[config.mk]
export PLATFORM = sky130hd
export DESIGN_NAME = rvvi_frame_parser
export DESIGN_NICKNAME = d
export VERILOG_FILES = /design/src/rtl/rvvi_pkg.sv /design/src/rtl/rvvi_pulse_stretch.sv /design/src/rtl/rvvi_frame_parser.sv
export SDC_FILE = /design/constraint.sdc
export NUM_CORES = 1
export LEC_CHECK = 0
export BUFFER_PORTS_ARGS = -buffer_cell sky130_fd_sc_hd__buf_2
export CORE_AREA = 2 2 290 292
export DETAILED_ROUTE_END_ITERATION = 12
export DIE_AREA = 0 0 292 294
export GPL_TIMING_DRIVEN = 0
export SLEW_MARGIN = 20
export SYNTH_ARGS = -nofsm -noshare
export SYNTH_HDL_FRONTEND = slang
export SYNTH_SLANG_ARGS = --single-unit
[constraint.sdc]
create_clock -name clk -period 3.3 [get_ports clk]
set_input_delay 0.33 -clock clk [delete_from_list [all_inputs] [get_ports clk]]
set_output_delay 0.33 -clock clk [all_outputs]
set_load 0.005 [all_outputs]
[src/rtl/rvvi_pkg.sv]
// Shared definitions for the RVVI receive path: FSM encoding, header layout and header compare.
package rvvi_pkg;

  typedef logic [1:0] rvvi_rx_state_t;

  localparam rvvi_rx_state_t ST_IDLE    = 2'd0;
  localparam rvvi_rx_state_t ST_HDR     = 2'd1;
  localparam rvvi_rx_state_t ST_PAYLOAD = 2'd2;
  localparam rvvi_rx_state_t ST_DRAIN   = 2'd3;

  // Beats 0..3 carry the Ethernet header; payload starts at beat HDR_BEATS.
  localparam int unsigned HDR_BEATS   = 4;
  // SubType occupies the upper half of header beat 3, EtherType the lower half.
  localparam int unsigned SUBTYPE_LSB = 16;

  // Compare one header beat against the expected MAC/EtherType layout.
  function automatic logic hdr_match(input logic [1:0]  idx,
                                     input logic [31:0] data,
                                     input logic [47:0] dst,
                                     input logic [47:0] src,
                                     input logic [15:0] eth);
    logic ok;
    case (idx)
      2'd0:    ok = (data == dst[31:0]);
      2'd1:    ok = (data == {src[15:0], dst[47:32]});
      2'd2:    ok = (data == src[47:16]);
      default: ok = (data[15:0] == eth);
    endcase
    return ok;
  endfunction

endpackage

[src/rtl/rvvi_pulse_stretch.sv]
// Restartable pulse stretcher: a hit holds pulse high for TRIG_LEN cycles starting next cycle.
module rvvi_pulse_stretch #(
  parameter int unsigned TRIG_LEN = 10
) (
  input  logic clk,
  input  logic resetn,
  input  logic hit,
  output logic pulse
);

  localparam int unsigned CW = $clog2(TRIG_LEN + 1);

  logic [CW-1:0] remain;

  // Down-counter; a new hit reloads the full length even mid-pulse.
  always_ff @(posedge clk or negedge resetn) begin
    if (!resetn) begin
      remain <= '0;
    end else if (hit) begin
      remain <= CW'(TRIG_LEN);
    end else if (remain != '0) begin
      remain <= remain - 1'b1;
    end
  end

  assign pulse = (remain != '0);

endmodule

[src/rtl/rvvi_frame_parser.sv]
// Receive-side RVVI Ethernet frame parser: header match, subtype classification, payload capture
// with valid/ready output, sequence checking, runt/overflow statistics and a stretched ILA trigger.
module rvvi_frame_parser
  import rvvi_pkg::*;
#(
  parameter int unsigned NUM_TYPES     = 4,
  parameter int unsigned PAYLOAD_WORDS = 8,
  parameter int unsigned TRIG_WORDS    = 5,
  parameter int unsigned TRIG_LEN      = 10,
  parameter int unsigned CNT_W         = 16
) (
  input  logic                         clk,
  input  logic                         resetn,
  input  logic [31:0]                  RvviAxiRdata,
  input  logic                         RvviAxiRvalid,
  input  logic                         RvviAxiRlast,
  input  logic [47:0]                  DstMac,
  input  logic [47:0]                  SrcMac,
  input  logic [15:0]                  EthType,
  input  logic [16*NUM_TYPES-1:0]      TypeTable,
  input  logic [15:0]                  TriggerType,
  input  logic [32*TRIG_WORDS-1:0]     TriggerString,
  output logic                         OutValid,
  input  logic                         OutReady,
  output logic [NUM_TYPES-1:0]         OutType,
  output logic [32*PAYLOAD_WORDS-1:0]  OutPayload,
  output logic [63:0]                  FrameCount,
  output logic                         SeqError,
  output logic [CNT_W-1:0]             RuntCount,
  output logic [CNT_W-1:0]             OverflowCount,
  output logic                         IlaTrigger
);

  // Counter saturates above the last payload index so long frames cannot wrap it.
  localparam int unsigned BEAT_CNT_W = $clog2(HDR_BEATS + PAYLOAD_WORDS + 1) + 1;
  localparam logic [BEAT_CNT_W-1:0] BEAT_MAX     = '1;
  localparam logic [BEAT_CNT_W-1:0] LAST_HDR     = BEAT_CNT_W'(HDR_BEATS - 1);
  localparam logic [BEAT_CNT_W-1:0] LAST_PAYLOAD = BEAT_CNT_W'(HDR_BEATS + PAYLOAD_WORDS - 1);
  localparam logic [BEAT_CNT_W-1:0] LAST_TRIG    = BEAT_CNT_W'(HDR_BEATS + 1 + TRIG_WORDS);

  rvvi_rx_state_t            state, state_next;
  logic [BEAT_CNT_W-1:0]     beat, beat_next;
  logic [NUM_TYPES-1:0]      chan, chan_next;
  logic                      trig_arm, trig_arm_next;
  logic                      trig_ok, trig_ok_next;
  logic                      have_prev;
  logic [31:0]               stage [PAYLOAD_WORDS];
  logic [31:0]               words [PAYLOAD_WORDS];
  logic [32*PAYLOAD_WORDS-1:0] words_flat;
  logic [15:0]               sub_type;
  logic [NUM_TYPES-1:0]      type_hit;
  logic [NUM_TYPES-1:0]      frame_chan;
  logic                      beat_ok, trig_beat_ok, type_found;
  logic                      frame_end, complete, accept, load, runt_inc, ovf_inc, trig_hit;
  logic [63:0]               new_count;

  assign sub_type = RvviAxiRdata[SUBTYPE_LSB +: 16];
  assign beat_ok  = hdr_match(beat[1:0], RvviAxiRdata, DstMac, SrcMac, EthType);

  // Subtype lookup; the lowest matching channel wins on duplicate table entries.
  always_comb begin
    type_hit   = '0;
    type_found = 1'b0;
    for (int i = 0; i < NUM_TYPES; i++) begin
      if (!type_found && sub_type == TypeTable[16*i +: 16]) begin
        type_hit[i] = 1'b1;
        type_found  = 1'b1;
      end
    end
  end

  // Trigger-string compare for the current beat (payload words 2..TRIG_WORDS+1).
  always_comb begin
    trig_beat_ok = 1'b1;
    for (int k = 0; k < TRIG_WORDS; k++) begin
      if (beat == BEAT_CNT_W'(HDR_BEATS + 2 + k) && RvviAxiRdata != TriggerString[32*k +: 32]) begin
        trig_beat_ok = 1'b0;
      end
    end
  end

  // Staged payload with the current beat merged in, so the last payload beat can also be Rlast.
  always_comb begin
    for (int k = 0; k < PAYLOAD_WORDS; k++) begin
      words[k] = stage[k];
      if (state == ST_PAYLOAD && beat == BEAT_CNT_W'(HDR_BEATS + k)) begin
        words[k] = RvviAxiRdata;
      end
      words_flat[32*k +: 32] = words[k];
    end
  end

  // Frame-end classification; frame_chan covers a frame whose Rlast is header beat 3 itself.
  assign frame_chan = (state == ST_HDR && beat == LAST_HDR && beat_ok) ? type_hit : chan;
  assign complete   = (|chan) && (beat >= LAST_PAYLOAD);
  assign frame_end  = RvviAxiRvalid && RvviAxiRlast;
  assign accept     = frame_end && complete;
  assign load       = accept && (!OutValid || OutReady);
  assign ovf_inc    = accept && !load;
  assign runt_inc   = frame_end && (|frame_chan) && !complete;
  assign trig_hit   = frame_end && trig_arm && trig_ok && trig_beat_ok && (beat >= LAST_TRIG);
  assign new_count  = {words[1], words[0]};

  // Receive FSM next state; only valid beats advance, Rlast always returns to IDLE.
  always_comb begin
    state_next    = state;
    beat_next     = beat;
    chan_next     = chan;
    trig_arm_next = trig_arm;
    trig_ok_next  = trig_ok;
    if (RvviAxiRvalid) begin
      if (beat != BEAT_MAX) beat_next = beat + 1'b1;
      trig_ok_next = trig_ok & trig_beat_ok;
      unique case (state)
        ST_IDLE: begin
          trig_ok_next = 1'b1;
          state_next   = beat_ok ? ST_HDR : ST_DRAIN;
        end
        ST_HDR: begin
          if (!beat_ok) begin
            state_next = ST_DRAIN;
          end else if (beat == LAST_HDR) begin
            chan_next     = type_hit;
            trig_arm_next = (sub_type == TriggerType);
            state_next    = (|type_hit) ? ST_PAYLOAD : ST_DRAIN;
          end
        end
        ST_PAYLOAD: begin
          if (beat == LAST_PAYLOAD) state_next = ST_DRAIN;
        end
        default: state_next = state;
      endcase
      if (RvviAxiRlast) begin
        state_next    = ST_IDLE;
        beat_next     = '0;
        chan_next     = '0;
        trig_arm_next = 1'b0;
        trig_ok_next  = 1'b0;
      end
    end
  end

  // Per-frame parse state and payload staging.
  always_ff @(posedge clk or negedge resetn) begin
    if (!resetn) begin
      state    <= ST_IDLE;
      beat     <= '0;
      chan     <= '0;
      trig_arm <= 1'b0;
      trig_ok  <= 1'b0;
      for (int k = 0; k < PAYLOAD_WORDS; k++) stage[k] <= '0;
    end else begin
      state    <= state_next;
      beat     <= beat_next;
      chan     <= chan_next;
      trig_arm <= trig_arm_next;
      trig_ok  <= trig_ok_next;
      if (RvviAxiRvalid) begin
        for (int k = 0; k < PAYLOAD_WORDS; k++) stage[k] <= words[k];
      end
    end
  end

  // Output holding register, frame count and sticky sequence check.
  always_ff @(posedge clk or negedge resetn) begin
    if (!resetn) begin
      OutValid   <= 1'b0;
      OutType    <= '0;
      OutPayload <= '0;
      FrameCount <= '0;
      SeqError   <= 1'b0;
      have_prev  <= 1'b0;
    end else if (load) begin
      OutValid   <= 1'b1;
      OutType    <= chan;
      OutPayload <= words_flat;
      FrameCount <= new_count;
      have_prev  <= 1'b1;
      // 64-bit wrap from all-ones to zero is a legal successor.
      if (have_prev && new_count != FrameCount + 64'd1) SeqError <= 1'b1;
    end else if (OutValid && OutReady) begin
      OutValid <= 1'b0;
    end
  end

  // Saturating runt/overflow statistics.
  always_ff @(posedge clk or negedge resetn) begin
    if (!resetn) begin
      RuntCount     <= '0;
      OverflowCount <= '0;
    end else begin
      if (runt_inc && RuntCount != {CNT_W{1'b1}}) RuntCount <= RuntCount + 1'b1;
      if (ovf_inc && OverflowCount != {CNT_W{1'b1}}) OverflowCount <= OverflowCount + 1'b1;
    end
  end

  rvvi_pulse_stretch #(
    .TRIG_LEN (TRIG_LEN)
  ) u_trig_stretch (
    .clk    (clk),
    .resetn (resetn),
    .hit    (trig_hit),
    .pulse  (IlaTrigger)
  );

endmodule

# Word level (Yosys, flattened, before mapping)

Cells that the tools add are included.

Logic and storage cells: 164
Input bits: 389
Register bits after elaboration: 632
Output and inout port bits: 359

Add/sub/neg operators: 5
Multiplexer cells: 44
Bitwise logic cells: 1
$lt $le $gt $ge: 2
Reduce and logical (&&, ||, !) cells: 57
Equal/unequal tests: 33

Operators with widths:

| kind                  | count |
|---|---|
| $mux 32               | 8 |
| $ne 32x32->1          | 5 |
| $eq 16x16->1          | 6 |
| $eq 32x32->1          | 3 |
| $add 64x1->64 const B | 1 |
| $ne 64x64->1          | 1 |
| $logic_and 1x1->1     | 33 |
| $add 16x1->16 const B | 2 |
| $ne 16x16->1 const B  | 2 |
| $mux 4                | 7 |
| $eq 5x3->1 const B    | 4 |
| $eq 5x4->1 const B    | 4 |
| $mux 1                | 20 |
| $reduce_bool 2->1     | 6 |
| $reduce_or 4->1       | 3 |
| $ge 5x4->1 const B    | 2 |
| $mux 2                | 5 |
| $mux 5                | 2 |
| $reduce_and 4->1      | 2 |
| $reduce_bool 4->1     | 2 |
| $logic_not 1->1       | 6 |
| $pmux 2 s3            | 1 |
| $add 5x1->5 const B   | 1 |
| $eq 5x2->1 const B    | 1 |
| other kinds (11)      | 15 |

# Depth between registers and ports, before layout

Word-level depth: 17
Gate-level depth with buffers: 15
Gate-level depth less buffers: 11

# Modules after synthesis

A second synthesis with hierarchy kept.

Cell total of the unflattened synthesis: 2,965
Area, all modules: 31,046.0 sq um

By module, submodules not included:

| module             | area an instance (sq um) | instances | sequential area each (sq um) | cells an instance |
|---|---|---|---|---|
| rvvi_frame_parser  | 30,815.8                 | 1         | 14,113.5                     | 2,942 |
| rvvi_pulse_stretch | 230.2                    | 1         | 100.1                        | 23 |

# Worst setup path after synthesis

Ideal clock, no wire load.

Path kind: flip-flop to flip-flop
From: register beat[1]
To: register SeqError
Path buffers: 3
Stages on the path, launching flop included: 14
Clock period less this slack: 3.114 ns
Data required time: 3.167 ns
Slack: 0.186 ns
Data arrival time: 2.981 ns
Library setup time: 0.133 ns
Cells stage by stage: dfrtp_1 inv_1 ha_1 buf_2 buf_1 nand2_4 buf_6 mux2i_1 xor2_1 a311oi_1 a21oi_1 or4_2 nor4_1 a31oi_1

Cells in the longest elaborated chain, start to end: 6
Elaborated cells between the ends (all ways): 13
Those cells by class: order compare (1); eq/ne (3); mux (2); reduce/logical (7)

RTL lines:

| element                               | line                     | text |
|---|---|---|
| start: declaration                    | rvvi_frame_parser.sv:42  | `logic [BEAT_CNT_W-1:0] beat, beat_next;` |
| start signal: assignment              | rvvi_frame_parser.sv:154 | `beat <= beat_next;` |
| $eq 5x3->1                            | rvvi_frame_parser.sv:86  | `if (state == ST_PAYLOAD && beat == BEAT_CNT_W'(HDR_BEATS + k)) begin` |
| $logic_and 1x1->1                     | rvvi_frame_parser.sv:86  |  |
| $mux 32                               | rvvi_frame_parser.sv:86  |  |
| $ne 64x64->1                          | rvvi_frame_parser.sv:180 | `if (have_prev && new_count != FrameCount + 64'd1) SeqError <= 1'b1;` |
| $logic_and 1x1->1                     | rvvi_frame_parser.sv:180 |  |
| $reduce_and 2->1 (no source line) (*) | -                        |  |
| end signal: assignment                | rvvi_frame_parser.sv:171 | `SeqError <= 1'b0;` |
| end signal: assignment                | rvvi_frame_parser.sv:180 |  |
| end: declaration                      | rvvi_frame_parser.sv:28  | `output logic SeqError,` |

Mark *: on every way between the ends. The rest lies on a longest branch, timed or not.
A chain may end at the register's enable or synchronous reset.

# Worst setup path after layout

From: register state[1]
To: register SeqError

Cells in the longest elaborated chain, start to end: 6
Elaborated cells between the ends (all ways): 8
Those cells by class: eq/ne (2); mux (2); reduce/logical (4)

RTL lines:

| element                               | line                     | text |
|---|---|---|
| start: declaration                    | rvvi_frame_parser.sv:41  | `rvvi_rx_state_t state, state_next;` |
| start signal: assignment              | rvvi_frame_parser.sv:153 | `state <= state_next;` |
| $eq 2x2->1 (*)                        | rvvi_frame_parser.sv:86  |  |
| $logic_and 1x1->1                     | rvvi_frame_parser.sv:86  |  |
| $mux 32                               | rvvi_frame_parser.sv:86  |  |
| $ne 64x64->1 (*)                      | rvvi_frame_parser.sv:180 |  |
| $logic_and 1x1->1 (*)                 | rvvi_frame_parser.sv:180 |  |
| $reduce_and 2->1 (no source line) (*) | -                        |  |

Marked as above.

==> metrics <==
register area=14200 um^2; first-pass GRT wire length=200000 um; origin of the critical flop-to-flop path=state[1]; proportion of register bits with asynchronous set or reset after synthesis=1.00; maximum number of pins on one net before global-route repair=94; Post-Place Cells=4812; final std cells w/o fill=4977; worst-case setup margin in the final layout=0.0137 ns; setup slack of the worst register-to-register path=0.01 ns; met1 track utilization from global routing=0.446; remaining routing DRC violations=0; hold path depth=3; data arrival at the endpoint of the critical path=3.78 ns; worst hold margin=0.0535 ns; sort of element at the start of the critical path=flip-flop; post-synthesis net count=3402; element type at the critical path end=flip-flop; pre-CTS worst setup slack=-1.20 ns; total negative setup slack=0 ns; reg2reg path depth=12; number of antenna violations at the first check in global routing=25; Post-Route WL=146000 um; number of pins exceeding their max-slew limit in the final report=0; placer congestion estimate=0.980; number of iterations in the first detailed-routing pass=6; synth unique cells=82; Max Clk Rate=304 MHz; Core Area=82900 um^2; HP Start=OutReady; setup violation total in the final timing report=0; gate count after technology mapping=3000; WL per Instance=29.3 um; FF-to-FF End=SeqError; combined area of the multi-input logic cells=16000 um^2; GRT met2 Usage=0.528; min-delay worst type=input port to flip-flop; die extent in x=292 um; GR Util All Layers=0.328; crit path kind=flip-flop to flip-flop; number of maximum-capacitance constraint violations=0; # rows=106; number of I/O port buffers=719; layout cell share with drive strength beyond 1=0.368; worst-case hold path end point=OutValid; Vias/cell=5.51; number of flops mapped to enable cells by yosys=0; area added between synthesis and finish=28.1%; clock latency at the later pin of the worst-skew pair=0.65 ns; critical path fanouts, max=6; share of synthesized area occupied by flip-flops and latches=0.458; routing usage on met3=0.0650; fillers=7866; H-tree levels=2; number of warnings printed during yosys synthesis=0; Worst Skew=0.0249 ns; post-synthesis average cell area=10.4 um^2; Slew HR=0.240; number of sinks on the clock net=568; global routing's busiest layer=met2; starting density of the core=0.375; final HPWL from detailed placement=114000 um; vias=27407; Vert. Die Dim=294 um; CP Data Required Time=3.79 ns; clock slew at reported path FFs=0.06 ns; deepest clock path buffer count=3; result of the run=finished clean; synthesis-stage register bit count=568; mapped cell area=31100 um^2; final number of hold-violating endpoints=0; TritonCTS clock tree=yes; Detailed Route Iter0 Violations=2257; leading cell types in the layout, fill and taps excluded=736 x sky130_fd_sc_hd__buf_2, 551 x sky130_fd_sc_hd__dfrtp_1, 339 x sky130_fd_sc_hd__nand2_1; clock root buffer=sky130_fd_sc_hd__clkbuf_16; power density over the cells=624 nW/um^2; total clock buffers created by CTS=59; minimum period implied by the final worst setup slack=3.29 ns; static leakage=20.4 nW; part of the cycle the worst path needs=0.996; Max rail drop VDD=0.376 mV; total congestion overflow after global routing=0; antenna violation net count after detailed routing=0; vias in the first global route=26285; # IOs=748; Tightest Pin Transition=1.14 ns; most common flop cell mapped by yosys=sky130_fd_sc_hd__dfrtp_1; most frequent standard cell in the layout excluding fill and tap cells=sky130_fd_sc_hd__buf_2; RSZ-0062 raised after global routing=yes; die footprint=85800 um^2; nets=4236
[metrics by stage]
| step | instance area (um^2) | power, mW | utilization |
|---|---|---|---|
| detailed placement | 36400 | 17.1 | 0.439 |
| floorplan | 31100 | 13.7 | - |
| global route | 39800 | 25.9 | 0.480 |
| CTS | 38900 | 24.4 | 0.470 |
| finish | 39800 | 24.8 | 0.480 |
| global placement | 36000 | 16.9 | 0.434 |
[state kept, by name (all words and copies together), names as in the netlist]
signal and count:
OutPayload 256, OutType 4, OutValid 1, OverflowCount 16, RuntCount 16, SeqError 1
beat 5, chan 4, have_prev 1, stage 256, state 2, trig_arm 1
trig_ok 1, u_trig_stretch.remain 4
[area by class of cell]
cell class / count / share of cell area
repair buffers: 779 / 0.109
inverters: 32 / 0.00308
well taps: 1080 / 0.0340
clock buffers: 82 / 0.0426
clock inverters: 27 / 0.00786
plain buffers: 297 / 0.0416
diodes: 15 / 0.000944
multi-input cells: 2097 / 0.403
flip-flops and latches: 568 / 0.358
[cell usage after synthesis, drive strengths merged, types with 3 or more instances]
| cell type | count | area share |
|---|---|---|
| a211oi | 10 | 0.0026 |
| a21oi | 35 | 0.0056 |
| a22oi | 37 | 0.0089 |
| a311oi | 3 | 0.00085 |
| a31oi | 13 | 0.0031 |
| a41oi | 3 | 0.00085 |
| and2 | 9 | 0.0018 |
| and3 | 20 | 0.0041 |
| and4 | 9 | 0.0026 |
| buf | 115 | 0.023 |
| clkbuf | 188 | 0.023 |
| dfrtp | 568 | 0.46 |
| ha | 13 | 0.0052 |
| inv | 32 | 0.0039 |
| mux2 | 244 | 0.088 |
| mux2i | 257 | 0.083 |
| nand2 | 341 | 0.042 |
| nand2b | 5 | 0.0010 |
| nand3 | 70 | 0.012 |
| nand3b | 4 | 0.00097 |
| nand4 | 67 | 0.015 |
| nand4b | 11 | 0.0031 |
| nor2 | 50 | 0.0061 |
| nor2b | 16 | 0.0032 |
| nor3 | 32 | 0.0052 |
| nor4 | 66 | 0.014 |
| o211ai | 3 | 0.00073 |
| o21ai | 296 | 0.048 |
| o22ai | 17 | 0.0036 |
| o31ai | 4 | 0.00097 |
| or3 | 8 | 0.0018 |
| or4 | 5 | 0.0013 |
| xnor2 | 181 | 0.051 |
| xor2 | 235 | 0.067 |
[worst max-delay path by stage]
| stage | start | cells after the start | slack [ns] | to |
|---|---|---|---|---|
| finish | state[1] | 12 | 0.01 | SeqError |
| global route | OutPayload[21] | 10 | -0.07 | SeqError |
| CTS | beat[1] | 12 | 0.004 | RuntCount[1] |
| detailed placement | RvviAxiRdata[26] | 11 | -1.20 | u_trig_stretch.remain[2] |
| floorplan | beat[1] | 13 | 0.19 | SeqError |
| global placement | resetn | 1 | -10.50 | RuntCount[6] |
[cells by family after synthesis]
| logic type | Yosys count | share of synthesized area |
|---|---|---|
| multiplexers | 501 | 0.172 |
| XOR/XNOR | 416 | 0.118 |
| buffers and inverters | 335 | 0.0499 |
| flip-flops | 568 | 0.458 |
| AO/OA/AOI/OAI | 443 | 0.0813 |
| AND/OR/NAND/NOR | 724 | 0.116 |
| adder cells (fa/ha/maj) | 13 | 0.00524 |
[layer usage]
layer | vias to the layer above | share of wire | wire [um]
li1 | 12081 | - | -
met1 | 13937 | 0.43 | 62600
met2 | 1153 | 0.46 | 66600
met3 | 230 | 0.077 | 11200
met4 | 6 | 0.038 | 5470
met5 | - | 0.00023 | 34
[report_power, final]
part	internal [mW]	leakage, nW	switching [mW]	total (mW)
clock network	3.98	0.984	3.01	7.00
logic	3.73	11.8	4.25	7.98
registers	8.48	7.70	1.37	9.85
total	16.2	20.4	8.63	24.8
[repair_timing]
| item | 4_1_cts | 5_1_grt |
|---|---|---|
| hold endpoints to repair | 174 | 0 |
| hold buffers | 1 | 0 |
| endpoints found under the setup margin | 416 | 200 |
| pin swaps | 8 | 31 |
| buffers inserted | 11 | 34 |
| cloned | 0 | 1 |
| resized for setup | 140 | 147 |
[critical path: stages (launching register included)]
cell                       delay (ns)
sky130_fd_sc_hd__dfrtp_1         0.43
sky130_fd_sc_hd__ha_4            0.19
sky130_fd_sc_hd__and4bb_1        0.20
sky130_fd_sc_hd__buf_6           0.15
sky130_fd_sc_hd__nand2_8         0.11
sky130_fd_sc_hd__buf_12          0.17
sky130_fd_sc_hd__mux2i_4         0.34
sky130_fd_sc_hd__xnor2_2         0.12
sky130_fd_sc_hd__nor3_2          0.19
sky130_fd_sc_hd__a31oi_1         0.09
sky130_fd_sc_hd__or4_2           0.70
sky130_fd_sc_hd__nor4_4          0.28
sky130_fd_sc_hd__a31oi_1         0.13
No activity file was read; power rests on OpenSTA's default activity.
